`src/rtl/alarm_controller_pkg.sv`:
```
// Shared definitions for the alarm controller: FSM state encoding and time-word layout.
// The optional snooze feature is selected by the ALARM_SNOOZE_EN macro (see alarm_controller.sv).
package alarm_controller_pkg;

    localparam int TIME_W = 13;

    // Time word: {pm, hr_tens, hr_units[3:0], min_tens[2:0], min_units[3:0]}
    localparam int MIN_UNITS_LSB = 0;
    localparam int MIN_TENS_LSB  = 4;
    localparam int HR_UNITS_LSB  = 7;
    localparam int HR_TENS_BIT   = 11;
    localparam int PM_BIT        = 12;

    typedef enum logic [1:0] {
        ST_IDLE     = 2'd0,
        ST_ARMED    = 2'd1,
        ST_RINGING  = 2'd2,
        ST_SNOOZING = 2'd3
    } state_e;

endpackage

```
`src/rtl/alarm_controller_if.sv`:
```
// Handshake bundle between timekeeping/buttons (master) and the alarm controller (slave).
interface alarm_controller_if;
    import alarm_controller_pkg::*;

    logic              tick_min;
    logic [TIME_W-1:0] cur_time;
    logic [TIME_W-1:0] alarm_time;
    logic              alarm_en;
    logic              snooze;
    logic              stop;
    logic              ring;
    logic [1:0]        state;
    logic [2:0]        snoozes_used;

    modport master (
        output tick_min, cur_time, alarm_time, alarm_en, snooze, stop,
        input  ring, state, snoozes_used
    );

    modport slave (
        input  tick_min, cur_time, alarm_time, alarm_en, snooze, stop,
        output ring, state, snoozes_used
    );
endinterface

```
`src/rtl/alarm_controller_cmp.sv`:
```
// 13-bit equality comparator between current time and alarm time.
module comparator_13bits
    import alarm_controller_pkg::*;
(
    input  logic [TIME_W-1:0] a_i,
    input  logic [TIME_W-1:0] b_i,
    output logic              eq_o
);
    assign eq_o = (a_i == b_i);
endmodule

```
`src/rtl/alarm_controller.sv`:
```
// Alarm sequencing FSM: fires on a rising time match, handles stop, snooze and ring timeout.
// Define ALARM_SNOOZE_EN to enable snoozing; otherwise the snooze input is ignored.
module alarm_controller
    import alarm_controller_pkg::*;
#(
    parameter int CNT_W            = 4,
    parameter int SNOOZE_MIN       = 5,
    parameter int RING_TIMEOUT_MIN = 10,
    parameter int MAX_SNOOZE       = 3
) (
    input  logic               clk,
    input  logic               reset,
    alarm_controller_if.slave  bus
);
    localparam logic [CNT_W-1:0] RING_LOAD   = CNT_W'(RING_TIMEOUT_MIN);
    localparam logic [CNT_W-1:0] SNOOZE_LOAD = CNT_W'(SNOOZE_MIN);
    localparam logic [CNT_W-1:0] CNT_LAST    = CNT_W'(1);
    localparam logic [2:0]       USED_MAX    = 3'(MAX_SNOOZE);

    state_e           state_q;
    logic             ring_q;
    logic [2:0]       used_q;
    logic [CNT_W-1:0] cnt_q;
    logic             eq_q;
    logic             eq;
    logic             match_rise;
    logic             snooze_ok;
    logic             cnt_done;

    comparator_13bits u_cmp (
        .a_i  (bus.cur_time),
        .b_i  (bus.alarm_time),
        .eq_o (eq)
    );

    // eq_q resets to 1 so a time already matching at reset release cannot fire.
    assign match_rise = eq & ~eq_q;
    assign cnt_done   = bus.tick_min && (cnt_q == CNT_LAST);

`ifdef ALARM_SNOOZE_EN
    assign snooze_ok = bus.snooze && (used_q < USED_MAX);
`else
    logic unused_snooze;
    assign unused_snooze = bus.snooze;
    assign snooze_ok     = 1'b0;
`endif

    always_ff @(posedge clk or posedge reset) begin
        if (reset) begin
            state_q <= ST_IDLE;
            ring_q  <= 1'b0;
            used_q  <= '0;
            cnt_q   <= '0;
            eq_q    <= 1'b1;
        end else begin
            eq_q <= eq;
            if (!bus.alarm_en) begin
                state_q <= ST_IDLE;
                ring_q  <= 1'b0;
                used_q  <= '0;
            end else begin
                case (state_q)
                    ST_IDLE: begin
                        state_q <= ST_ARMED;
                    end
                    ST_ARMED: begin
                        if (match_rise) begin
                            state_q <= ST_RINGING;
                            ring_q  <= 1'b1;
                            cnt_q   <= RING_LOAD;
                            used_q  <= '0;
                        end
                    end
                    ST_RINGING: begin
                        if (bus.stop || cnt_done) begin
                            state_q <= ST_ARMED;
                            ring_q  <= 1'b0;
                            used_q  <= '0;
                        end else if (snooze_ok) begin
                            state_q <= ST_SNOOZING;
                            ring_q  <= 1'b0;
                            cnt_q   <= SNOOZE_LOAD;
                            used_q  <= used_q + 3'd1;
                        end else if (bus.tick_min) begin
                            cnt_q <= cnt_q - CNT_W'(1);
                        end
                    end
                    ST_SNOOZING: begin
                        if (bus.stop) begin
                            state_q <= ST_ARMED;
                            ring_q  <= 1'b0;
                            used_q  <= '0;
                        end else if (cnt_done) begin
                            state_q <= ST_RINGING;
                            ring_q  <= 1'b1;
                            cnt_q   <= RING_LOAD;
                        end else if (bus.tick_min) begin
                            cnt_q <= cnt_q - CNT_W'(1);
                        end
                    end
                    default: begin
                        state_q <= ST_IDLE;
                        ring_q  <= 1'b0;
                    end
                endcase
            end
        end
    end

    assign bus.ring         = ring_q;
    assign bus.state        = state_q;
    assign bus.snoozes_used = used_q;
endmodule
```
`src/flat_wrapper.sv`:
```
// flat-port wrapper written by rule: the top's interface ports become plain ports
module alarm_controller_flat import alarm_controller_pkg::*;
#(
    parameter int CNT_W            = 4,
    parameter int SNOOZE_MIN       = 5,
    parameter int RING_TIMEOUT_MIN = 10,
    parameter int MAX_SNOOZE       = 3
)
  (clk, reset, bus_tick_min, bus_cur_time, bus_alarm_time, bus_alarm_en, bus_snooze, bus_stop, bus_ring, bus_state, bus_snoozes_used);
  alarm_controller_if bus_i ();
  input  logic clk;
  input  logic reset;
  input wire logic [$bits(bus_i.tick_min)-1:0] bus_tick_min;
  input wire logic [$bits(bus_i.cur_time)-1:0] bus_cur_time;
  input wire logic [$bits(bus_i.alarm_time)-1:0] bus_alarm_time;
  input wire logic [$bits(bus_i.alarm_en)-1:0] bus_alarm_en;
  input wire logic [$bits(bus_i.snooze)-1:0] bus_snooze;
  input wire logic [$bits(bus_i.stop)-1:0] bus_stop;
  output wire logic [$bits(bus_i.ring)-1:0] bus_ring;
  output wire logic [$bits(bus_i.state)-1:0] bus_state;
  output wire logic [$bits(bus_i.snoozes_used)-1:0] bus_snoozes_used;
  assign bus_i.tick_min = bus_tick_min;
  assign bus_i.cur_time = bus_cur_time;
  assign bus_i.alarm_time = bus_alarm_time;
  assign bus_i.alarm_en = bus_alarm_en;
  assign bus_i.snooze = bus_snooze;
  assign bus_i.stop = bus_stop;
  assign bus_ring = bus_i.ring;
  assign bus_state = bus_i.state;
  assign bus_snoozes_used = bus_i.snoozes_used;
  alarm_controller #(.CNT_W(CNT_W), .SNOOZE_MIN(SNOOZE_MIN), .RING_TIMEOUT_MIN(RING_TIMEOUT_MIN), .MAX_SNOOZE(MAX_SNOOZE)) u_core (.clk(clk), .reset(reset), .bus(bus_i));
endmodule
```
`config.mk`:
```
export PLATFORM = sky130hd
export DESIGN_NAME = alarm_controller_flat
export DESIGN_NICKNAME = d
export VERILOG_FILES = /design/src/rtl/alarm_controller_pkg.sv /design/src/rtl/alarm_controller_if.sv /design/src/rtl/alarm_controller_cmp.sv /design/src/rtl/alarm_controller.sv /design/src/flat_wrapper.sv
export SDC_FILE = /design/constraint.sdc
export NUM_CORES = 1
export LEC_CHECK = 0
export ABC_CLOCK_PERIOD_IN_PS = 2600
export BUFFER_PORTS_ARGS = -buffer_cell sky130_fd_sc_hd__clkbuf_2
export CAP_MARGIN = 30
export CORE_MARGIN = 2
export CORE_UTILIZATION = 44
export CTS_CLUSTER_SIZE = 14
export DETAILED_ROUTE_END_ITERATION = 7
export HOLD_SLACK_MARGIN = 0.05
export PLACE_DENSITY = 0.78
export SLEW_MARGIN = 20
export SYNTH_ARGS = -nofsm -noshare
export SYNTH_HDL_FRONTEND = slang
export SYNTH_SLANG_ARGS = --single-unit
```
`constraint.sdc`:
```
create_clock -name clk -period 2.6 [get_ports clk]
set_clock_uncertainty 0.2 [all_clocks]
set_input_delay 0.52 -clock clk [delete_from_list [all_inputs] [get_ports clk]]
set_output_delay 0.52 -clock clk [all_outputs]
set_load 0.01 [all_outputs]
```
==> flow_metrics.env <==
export IMPL_ctsResizeCount=0
export IMPL_syn_area_um2=729
export IMPL_setup_tns_final_ns=0
export IMPL_gp_congestion=0.785
export IMPL_die_y_um=44.7
export IMPL_htree_levels=1
export IMPL_grt_pass1_wl_um=2680
export IMPL_hold_viol_final=0
export IMPL_core_area_um2=1520
export IMPL_powerDensity_nw_per_um2=702
export IMPL_fin_ws_ns=0.373
export IMPL_drive_gt1_frac=0.339
export IMPL_ir_drop_mv=0.388
export IMPL_p_leak_nw=0.450
export IMPL_final_area_um2=936
export IMPL_synth_most_common_cell="xnor2_1"
export IMPL_p_int_uw=371
export IMPL_dpl_cell_area_um2=900
export IMPL_clk_latency_ns=0.27
export IMPL_netSwitchingPower_uw=286
export IMPL_power_frac_seq=0.293
export IMPL_cts_root_buf="clkbuf_4"
export IMPL_grtUsageTotal=0.185
export IMPL_ys_top_cells_by_count="xnor2_1, inv_1, dfrtp_1, nor3_1"
export IMPL_initial_core_util=0.479
export IMPL_dieWidth_um=44.7
export IMPL_finalCritPeriodShare=0.857
export IMPL_hold_slack_ns=0.293
export IMPL_num_rows=14
export IMPL_cts_tree="yes"
export IMPL_synth_ff_type="dfrtp_1"
export IMPL_p_comb_frac=0.535
export IMPL_io_buffers=33
export IMPL_vias_per_cell=5.39
export IMPL_drt_iter0_drc=15
export IMPL_vias=739
export IMPL_synth_top_area_frac=0.240
export IMPL_crit_fanout=6
export IMPL_grt_max_degree=9
export IMPL_clk_transition_reported_paths_ns=0.06
export IMPL_max_freq_mhz=449
export IMPL_clock_power_share=0.173
export IMPL_whs_path_depth=1
export IMPL_synth_cell_type_count=33
export IMPL_yosysTopAreaCell="dfrtp_1"
export IMPL_pre_cts_ws_ns=0.214
export IMPL_drc=0
export IMPL_period_minus_slack_ns=2.23
export IMPL_swShare=0.435
export IMPL_start_kind="flop"
export IMPL_hp_class="reg2reg"
export IMPL_seq_area_frac_synth=0.276
export IMPL_slew_viol_final=0
export IMPL_cts_sinks=8
export IMPL_synthTopCellsByArea="dfrtp_1, xnor2_1, ha_1, nor3_1, inv_1"
export IMPL_ios=38
export IMPL_dp_hpwl_um=1370
export IMPL_grt_pass1_vias=743
export IMPL_wl_per_cell_um=12.1
export IMPL_num_antenna_cells=0
export IMPL_antenna_found_initial=0
export IMPL_rsz0062_at_grt="false"
export IMPL_drt_total_wl_um=1660
export IMPL_maxCapViolCount=0
export IMPL_critPathCaptureType="flop"
export IMPL_reg2reg_depth=5
export IMPL_tightest_slew_ns=0.515
export IMPL_grt_ovfl_total=0
export IMPL_synth_seq_cells=8
export IMPL_dp_cells=132
export IMPL_synth_edf_count=0
export IMPL_async_flop_share=1.00
export IMPL_ys_warn_count=0
export IMPL_synthCells=84
export IMPL_worstPathRequired_ns=2.58
export IMPL_layout_nets=159
export IMPL_clockBufferDepth=2
export IMPL_ant_nets=0
export IMPL_final_util=0.614
export IMPL_path_class="reg2reg"
export IMPL_status="complete, no violations"
export IMPL_layout_cells_non_filler=137
export IMPL_p_total_uw=657
export IMPL_drt_pass1_iter_count=4
export IMPL_cts_made_buffers=3
export IMPL_setup_violations_final=0
export IMPL_relSlewSlack=0.654
export IMPL_synthToLayoutAreaGrowth_pct=28.3
export IMPL_syn_area_per_cell_um2=8.68
export IMPL_worstPathArrival_ns=2.21
export IMPL_dieArea_um2=2000
-- path summary, 6_finish.rpt --
path | start | end | slack, ns
max | u_core.bus.state[0]$_DFFE_PP0P_ | u_core.cnt_q[0]$_DFFE_PP0P_ | 0.37
min | u_core.cnt_q[3]$_DFFE_PP0P_ | u_core.cnt_q[3]$_DFFE_PP0P_ | 0.29
max reg2reg | u_core.bus.state[0]$_DFFE_PP0P_ | u_core.cnt_q[0]$_DFFE_PP0P_ | 0.37
min reg2reg | u_core.cnt_q[3]$_DFFE_PP0P_ | u_core.cnt_q[3]$_DFFE_PP0P_ | 0.29
max in group asynchronous | reset | u_core.eq_q$_DFF_PP1_ | 1.37
min in group asynchronous | reset | u_core.cnt_q[1]$_DFFE_PP0P_ | 0.53
-- state kept, by name (all words and copies together), names as in the netlist --
signal            count
u_core.bus.ring       1
u_core.bus.state      2
u_core.cnt_q          4
u_core.eq_q           1
-- logic make-up after synthesis --
group	synth area share
DFF	0.276
xor gates and xnor gates	0.156
adders and majority gates	0.0858
AOI/OAI and AO/OA	0.185
other	0.00514
and+or+nand+nor	0.220
buffers and inverters	0.0720
-- layout make-up --
type / count / area, µm²
multi-input cells: 67 / 483
clock buffers: 4 / 26.3
fillers: 147 / 588
repair buffers: 34 / 175
flip-flops and latches: 8 / 201
inverters: 8 / 30.0
well taps: 16 / 20.0
-- power groups by stage --
stage | logic [mW] | registers, mW | clock network (mW)
floorplan | 0.241 | 0.197 | 0
global placement | 0.331 | 0.191 | 0
detailed placement | 0.348 | 0.193 | 0
CTS | 0.351 | 0.191 | 0.116
global route | 0.389 | 0.197 | 0.122
finish | 0.351 | 0.192 | 0.114
-- critical path: stages, from the launching register on --
cell and delay, ns:
dfrtp_1 0.41, ha_1 0.28, nor2b_1 0.34, o211ai_1 0.25
or2_2 0.38, o32ai_1 0.27
-- metal layers --
metal	routed length, µm	up-vias	track usage
met5	0	-	0
met4	26	0	0.0909
met1	579	338	0.153
li1	-	366	-
met2	932	31	0.383
met3	125	4	0.0520
-- what timing repair did --
action	in CTS	in global routing
hold endpoints to repair	7	0
hold buffers	1	0
buffers inserted	0	0
-- placed cells by master (no fill, tap or decap), types with 2 or more instances in the layout --
cell type	count
nand4_1	2
inv_1	8
o21ai_0	4
conb_1	3
ha_1	5
nor3_1	7
xnor2_1	13
nor2_1	5
clkbuf_4	3
clkbuf_2	33
nand2_1	4
nand3_1	2
dfrtp_1	7
nor2b_1	3
Note: power is estimated with default switching activity, not from simulation.
